--- config.mk ---
export PLATFORM = sky130hd
export DESIGN_NAME = st_pattern_source
export DESIGN_NICKNAME = d
export VERILOG_FILES = /design/src/rtl/st_pattern_source.sv
export SDC_FILE = /design/constraint.sdc
export NUM_CORES = 1
export LEC_CHECK = 0
export ABC_AREA = 1
export CAP_MARGIN = 20
export CORE_MARGIN = 2
export CORE_UTILIZATION = 45
export CTS_CLUSTER_SIZE = 20
export DETAILED_ROUTE_END_ITERATION = 6
export DONT_BUFFER_PORTS = 1
export GPL_ROUTABILITY_DRIVEN = 1
export PLACE_DENSITY_LB_ADDON = 0.3
export SLEW_MARGIN = 25
export SYNTH_ARGS = -nofsm -noshare
export SYNTH_HDL_FRONTEND = slang
export SYNTH_SLANG_ARGS = --single-unit
--- constraint.sdc ---
create_clock -name clk -period 11.91 [get_ports clk]
set_input_delay 1.7865 -clock clk [delete_from_list [all_inputs] [get_ports clk]]
set_output_delay 1.7865 -clock clk [all_outputs]
set_load 0.01 [all_outputs]
--- src/rtl/st_pattern_source.sv ---
// st_pattern_source: software-triggered streaming packet generator.
// Emits LEN beats of deterministic per-lane data with sop/eop framing on a
// valid/ready interface. Status outputs are busy/done and a beat counter.
// DATA_WIDTH must be a multiple of 32; each 32-bit lane carries one pattern word.
module st_pattern_source #(
    parameter int unsigned DATA_WIDTH = 256,
    parameter int unsigned LEN_WIDTH  = 16
) (
    input  logic                  clk,
    input  logic                  rst,
    input  logic                  start,
    input  logic [LEN_WIDTH-1:0]  len,
    input  logic [1:0]            mode,
    output logic [DATA_WIDTH-1:0] st_data,
    output logic                  valid,
    input  logic                  ready,
    output logic                  sop,
    output logic                  eop,
    output logic                  busy,
    output logic                  done,
    output logic [LEN_WIDTH-1:0]  beats_sent
);

    localparam int unsigned LANES = DATA_WIDTH / 32;

    typedef enum logic [1:0] {
        S_IDLE = 2'd0,
        S_RUN  = 2'd1,
        S_DONE = 2'd2
    } state_t;

    state_t                state_q,  state_d;
    logic [LEN_WIDTH-1:0]  len_q,    len_d;
    logic [1:0]            mode_q,   mode_d;
    logic [LEN_WIDTH-1:0]  beats_q,  beats_d;
    logic [DATA_WIDTH-1:0] data_q,   data_d;
    logic                  valid_q,  valid_d;
    logic                  sop_q,    sop_d;
    logic                  eop_q,    eop_d;
    logic                  busy_q,   busy_d;
    logic                  done_q,   done_d;
    logic                  xfer;
    logic [LEN_WIDTH-1:0]  next_n;

    // Pattern word for every lane of beat n under pattern mode m (mod 2^32).
    function automatic logic [DATA_WIDTH-1:0] beat_pattern(
        input logic [LEN_WIDTH-1:0] n,
        input logic [1:0]           m
    );
        logic [DATA_WIDTH-1:0] beat;
        logic [31:0]           n32;
        logic [31:0]           idx;
        logic [31:0]           lane;
        beat = '0;
        n32  = 32'(n);
        for (int unsigned k = 0; k < LANES; k++) begin
            idx = n32 * 32'(LANES) + 32'(k);
            case (m)
                2'd0:    lane = idx;
                2'd1:    lane = ~idx;
                2'd2:    lane = 32'd1 << 5'(n32 + 32'(k));
                default: lane = {n32[15:0], 16'(k)};
            endcase
            beat[32*k +: 32] = lane;
        end
        return beat;
    endfunction

    // Next-state and next-output logic; every register holds unless updated below.
    always_comb begin
        state_d = state_q;
        len_d   = len_q;
        mode_d  = mode_q;
        beats_d = beats_q;
        data_d  = data_q;
        valid_d = valid_q;
        sop_d   = sop_q;
        eop_d   = eop_q;
        busy_d  = busy_q;
        done_d  = 1'b0;
        xfer    = valid_q && ready;
        next_n  = beats_q + LEN_WIDTH'(1);

        case (state_q)
            S_IDLE: begin
                if (start) begin
                    len_d   = len;
                    mode_d  = mode;
                    beats_d = '0;
                    if (len != '0) begin
                        // First beat is presented straight away, independent of ready.
                        state_d = S_RUN;
                        valid_d = 1'b1;
                        busy_d  = 1'b1;
                        data_d  = beat_pattern('0, mode);
                        sop_d   = 1'b1;
                        eop_d   = (len == LEN_WIDTH'(1));
                    end else begin
                        // Empty packet: report completion without emitting a beat.
                        state_d = S_DONE;
                        done_d  = 1'b1;
                    end
                end
            end

            S_RUN: begin
                if (xfer) begin
                    beats_d = next_n;
                    if (eop_q) begin
                        state_d = S_DONE;
                        valid_d = 1'b0;
                        sop_d   = 1'b0;
                        eop_d   = 1'b0;
                        busy_d  = 1'b0;
                        done_d  = 1'b1;
                        data_d  = '0;
                    end else begin
                        data_d  = beat_pattern(next_n, mode_q);
                        sop_d   = 1'b0;
                        eop_d   = (next_n == (len_q - LEN_WIDTH'(1)));
                    end
                end
            end

            S_DONE: begin
                state_d = S_IDLE;
            end

            default: begin
                state_d = S_IDLE;
                valid_d = 1'b0;
                sop_d   = 1'b0;
                eop_d   = 1'b0;
                busy_d  = 1'b0;
            end
        endcase
    end

    // State and registered outputs; reset abandons any packet in flight.
    always_ff @(posedge clk or posedge rst) begin
        if (rst) begin
            state_q <= S_IDLE;
            len_q   <= '0;
            mode_q  <= '0;
            beats_q <= '0;
            data_q  <= '0;
            valid_q <= 1'b0;
            sop_q   <= 1'b0;
            eop_q   <= 1'b0;
            busy_q  <= 1'b0;
            done_q  <= 1'b0;
        end else begin
            state_q <= state_d;
            len_q   <= len_d;
            mode_q  <= mode_d;
            beats_q <= beats_d;
            data_q  <= data_d;
            valid_q <= valid_d;
            sop_q   <= sop_d;
            eop_q   <= eop_d;
            busy_q  <= busy_d;
            done_q  <= done_d;
        end
    end

    assign st_data    = data_q;
    assign valid      = valid_q;
    assign sop        = sop_q;
    assign eop        = eop_q;
    assign busy       = busy_q;
    assign done       = done_q;
    assign beats_sent = beats_q;

endmodule

## Word-level counts from Yosys, hierarchy flattened

Index checks and enable logic that the tools add are counted.

- Eq/ne operators: 12
- Bitwise gates (word level): 9
- Shifts and indexed selects: 8
- Muxes and demuxes: 46
- Reduce and logical (&&, ||, !) cells: 11
- Add/subtract/negate cells: 16

Operators by type and width:

| kind | number |
|---|---|
| 256-bit two-way mux | 4 |
| 32-bit case mux with 3 select lines | 8 |
| 256-bit case mux with 2 select lines | 1 |
| 32-bit case mux with 2 select lines | 8 |
| 1-bit by 5-bit << shifter with 32-bit output (first input constant) | 8 |
| 20-bit NOT with 32-bit output | 7 |
| 19-bit by 3-bit adder with 20-bit output (second input constant) | 4 |
| 19-bit by 2-bit adder with 20-bit output (second input constant) | 2 |
| 16-bit two-way mux | 2 |
| 19-bit NOT with 32-bit output | 1 |
| 16-bit case mux with 2 select lines | 1 |
| 19-bit by 1-bit adder with 20-bit output (second input constant) | 1 |
| 5-bit by 3-bit adder with 5-bit output (second input constant) | 4 |
| 16-bit by 1-bit adder with 16-bit output (second input constant) | 1 |
| 16-bit by 1-bit == test with 1-bit output (second input constant) | 1 |
| 16-bit == test | 1 |
| 16-bit nonzero test | 1 |
| 16-bit by 1-bit subtractor with 16-bit output (second input constant) | 1 |
| 1-bit two-way mux | 13 |
| 5-bit by 2-bit adder with 5-bit output (second input constant) | 2 |
| 1-bit case mux with 3 select lines | 3 |
| 2-bit two-way mux | 4 |
| 2-bit != test (second input constant) | 4 |
| 4-bit AND reduction | 2 |
| 12 further kinds | 18 |

- Flip-flop bits (word level): 296
- Logic and storage cells: 111
- Input bits: 22
- Output and inout port bits: 277

## Logic depth before layout (Yosys ltp)

- Depth after elaboration: 7
- Gate-level depth with buffers: 18
- Gate-level depth less buffers: 16

## Worst setup path after synthesis

No wires, ideal clock.

- Path type: input-to-reg
- Start point: input port len[3]
- End point: register data_q[100], in the netlist st_data[100]
- Data arrival time: 2.946 ns
- Slack: 8.887 ns
- Setup time: 0.077 ns
- Data required time: 11.833 ns
- Path buffers: 3
- Stages on the path: 10
- Cell sequence: nor2_1 -> nand2_1 -> nor3_1 -> nand3_1 -> nand2_4 -> a21oi_2 -> buf_6 -> buf_6 -> buf_6 -> a21oi_1

- Longest elaborated chain between the ends: 3

Ends and longest elaborated chain:

| item | line | RTL |
|---|---|---|
| from (decl) | 12 | `input logic [LEN_WIDTH-1:0] len,` |
| 16-bit nonzero test | 90 | `if (len != '0) begin` |
| 2-bit != test (no source line) | -- |  |
| 4-bit AND reduction (no source line) | -- |  |
| to (signal assigned) | 157 | `data_q <= data_d;` |
| to (decl) | 36 | `logic [DATA_WIDTH-1:0] data_q, data_d;` |

Every way passes these cells.
A chain may end at the register's enable or synchronous reset.

## Worst setup path after layout

- Start point: register beats_q[0], in the netlist beats_sent[0]
- End point: register data_q[255], in the netlist st_data[255]

- Longest elaborated chain between the ends: 7

Ends and longest elaborated chain:

| item | line | RTL |
|---|---|---|
| from (decl) | 35 | `logic [LEN_WIDTH-1:0] beats_q, beats_d;` |
| from (signal assigned) | 156 | `beats_q <= beats_d;` |
| 16-bit by 1-bit adder with 16-bit output (*) | 82 | `next_n = beats_q + LEN_WIDTH'(1);` |
| 5-bit by 3-bit adder with 5-bit output | 61 | `2'd2: lane = 32'd1 << 5'(n32 + 32'(k));` |
| 1-bit by 5-bit << shifter with 32-bit output | 61 |  |
| 32-bit case mux with 3 select lines (*) | 58 | `case (m)` |
| 256-bit two-way mux (*) | 109 | `if (eop_q) begin` |
| 256-bit two-way mux (*) | 107 | `if (xfer) begin` |
| 256-bit case mux with 2 select lines (*) | 84 | `case (state_q)` |

Mark *: on every way between the ends. The rest lies on a longest branch, timed or not. The select of a mux whose other input is x is not followed.

==> results.ini <==
[run_status]
status=finished with violations
violations=design-rule violations

[global_routing]
grt-ovfl-total=0
grt_pass1_wl_mm=93.72
grt_pass1_vias=15330
grt_max_degree=237
antenna_found_initial=0
track_usage=0.3207

[clock_network]
cts_buffer_depth=3
cts.repair.resized=0
cts_sinks=296
cts_buffers=31
clk_pin_slew_ns=0.06
postCtsHoldBufs=0
cts_tree=done
root_buffer=clkbuf_16
h-tree-depth=1
cts_setup_buffers=0
insertion_delay_ns=0.59

[setup_path]
path_class=reg2reg
startpoint_type=flip-flop
required_ns=12.40
cp.arrival_ns=4.77
worstRegToRegCells=12
worst_setup_path_end_kind=flip-flop
crit_path_max_fanout=13

[yosys]
synth_cell_types=45
yosys.area_share.simple=0.3249
synth_xor_xnor_area_share=0.008323
synth-seq-cells=296
synth_compound_area_frac=0.1354
synth_area_um2=16690
syn_nets=2378
synth_flop_cell=dfrtp_1
muxShareOfSynthArea=0
synth-seq-area-share=0.4439
ys_warn_count=0
synth_cells=2339
synth_fa_ha_area_frac=0.01275
synth_top_family_by_area=simple AND/OR/NAND/NOR gates
syn_avg_cell_area_um2=7.134
synth_edf_count=0
synthArstFlopShare=1.000

[floorplanning]
dieWidth_um=196.6
core_um2=36520
io_pins=299
dieHeight_um=196.6
die_area_um2=38640
rows=70
initial_utilization=0.4569

[timing]
relSlewSlack=0.1892
tightest_slew_ns=1.208
clock_skew_ns=0.02346
maxSlewViolCount=0
setup_slack_ns=7.630
finalSetupViolCount=0
finalCritPeriodShare=0.3593
tns_ns=0
final_hold_viol_count=0
rsz0062_at_grt=no
fmax_mhz=233.7
post-route-min-period_ns=4.280

[placement]
dp_slack_ns=7.433
io_buffers=0
place_congestion=0.9582
dpl.hpwl_mm=43.97

[worst_hold_path]
hold_depth=2
hold_class=reg2reg

[pwr]
pwr-share-seq=0.349
p_per_area_nw_per_um2=355.7
vdd.ir_drop.worst_uv=207.2
p_comb_frac=0.498
power_leakage_nw=8.284
p_sw_frac=0.5470
p_int_mw=2.869
clkPwrFrac=0.153
p_switching_mw=3.465

[routing]
drt-initial-drc-count=1674
routed-via-count=16160
detail-route-antenna-nets=0
wl_per_cell_um=22.84
dr.pass1.iters=7
routed_wl_mm=63.25
detail_route.vias_per_cell=5.835
remaining_drc_errors=29

[final_layout]
fin_util=0.4875
layout_common_cells=nand2_1, nor2_1, dfrtp_1, a21oi_1, inv_1
layout_commonest_cell=nand2_1
nNetsFinal=2316
diodes=0
syn_to_final_growth_pct=6.704
nFillCells=3631
drive_gt1_frac=0.07301

[run]
maxCapViolCount=0

-- critical path: stages, from the launching register on --
cell and delay (ns):
dfrtp_1 0.82, inv_1 0.35, ha_1 0.62, inv_1 0.23
ha_1 0.27, inv_1 0.08, a21oi_1 0.05, or2_2 0.31
nand2_1 0.37, nand3_1 0.18, o21ai_0 0.57, nand2_1 0.17
a21oi_1 0.15
-- final cells by class --
| cell class | count | area, um2 | share of cell area |
|---|---|---|---|
| sequential | 296 | 7407 | 0.4160 |
| timing repair buffer | 22 | 205.2 | 0.01152 |
| multi-input combinational | 1791 | 8064 | 0.4529 |
| clock buffer | 46 | 912.1 | 0.05123 |
| inverter | 135 | 531.8 | 0.02987 |
| clock inverter | 11 | 98.84 | 0.005552 |
| tap | 468 | 585.6 | 0.03289 |
-- Yosys cell counts (17+ instances only) --
master      n  share of area
inv_1     113          0.025
clkbuf_1   21         0.0047
ha_1       17          0.013
o21ai_1    24         0.0072
nand3_1    55          0.016
buf_6      20          0.013
dfrtp_1   296           0.44
nand2_1   775           0.17
nor2_1    417          0.094
nor3_1     30         0.0090
buf_2      58          0.017
a21oi_1   269          0.081
inv_2      18         0.0040
o21ai_0    88          0.026
-- worst paths after layout --
check | from | end | slack [ns]
max in group asynchronous | rst | st_data[224]$_DFFE_PP0P_ | 8.76
max reg2reg | beats_sent[0]$_DFFE_PP0P_ | st_data[255]$_DFFE_PP0P_ | 7.63
min reg2reg | len_q[0]$_DFFE_PP0P_ | len_q[0]$_DFFE_PP0P_ | 0.56
min in group asynchronous | rst | st_data[44]$_DFFE_PP0P_ | 1.09
max | beats_sent[0]$_DFFE_PP0P_ | st_data[255]$_DFFE_PP0P_ | 7.63
min | len_q[0]$_DFFE_PP0P_ | len_q[0]$_DFFE_PP0P_ | 0.56
-- power groups by stage --
stage          Clock [mW]  Combinational [mW]  Sequential [mW]
4_1_cts             0.974                3.03             2.22
3_3_place_gp            0                2.96             2.23
2_1_floorplan           0                2.14             1.98
6_report            0.968                3.15             2.21
3_5_place_dp            0                3.02             2.23
5_1_grt              1.01                3.41             2.27
-- logic make-up after synthesis --
family	Yosys count
and+or+nand+nor	1339
buffers and inverters	252
DFF	296
AOI/OAI and AO/OA	426
xor gates and xnor gates	9
adders and majority gates	17
-- metrics by stage --
step	cell area, um2	hold WS [ns]	power (mW)	cells
6_report	17800	0.5564	6.334	2769
5_1_grt	17800	0.6125	6.690	2769
2_1_floorplan	16690	0.4746	4.119	2339
3_3_place_gp	16750	0.5350	5.194	2711
4_1_cts	17770	0.5605	6.226	2768
3_5_place_dp	16750	0.5445	5.247	2711
-- metal layers --
layer  up-vias  GRT usage  routed length [um]
li1       7319          -                   -
met3       208     0.1093                7893
met2       926     0.5062               28380
met1      7703     0.3962               23430
met4         0     0.1510                3552
met5         -          0                   0
-- sequential cells by signal, indices dropped and copies added (netlist names) --
| register | cells |
|---|---|
| eop | 1 |
| busy | 1 |
| len_q | 16 |
| mode_q | 2 |
| sop | 1 |
| state_q | 2 |
| st_data | 256 |
| beats_sent | 16 |
| done | 1 |
No activity file was read; power rests on OpenSTA's default activity.
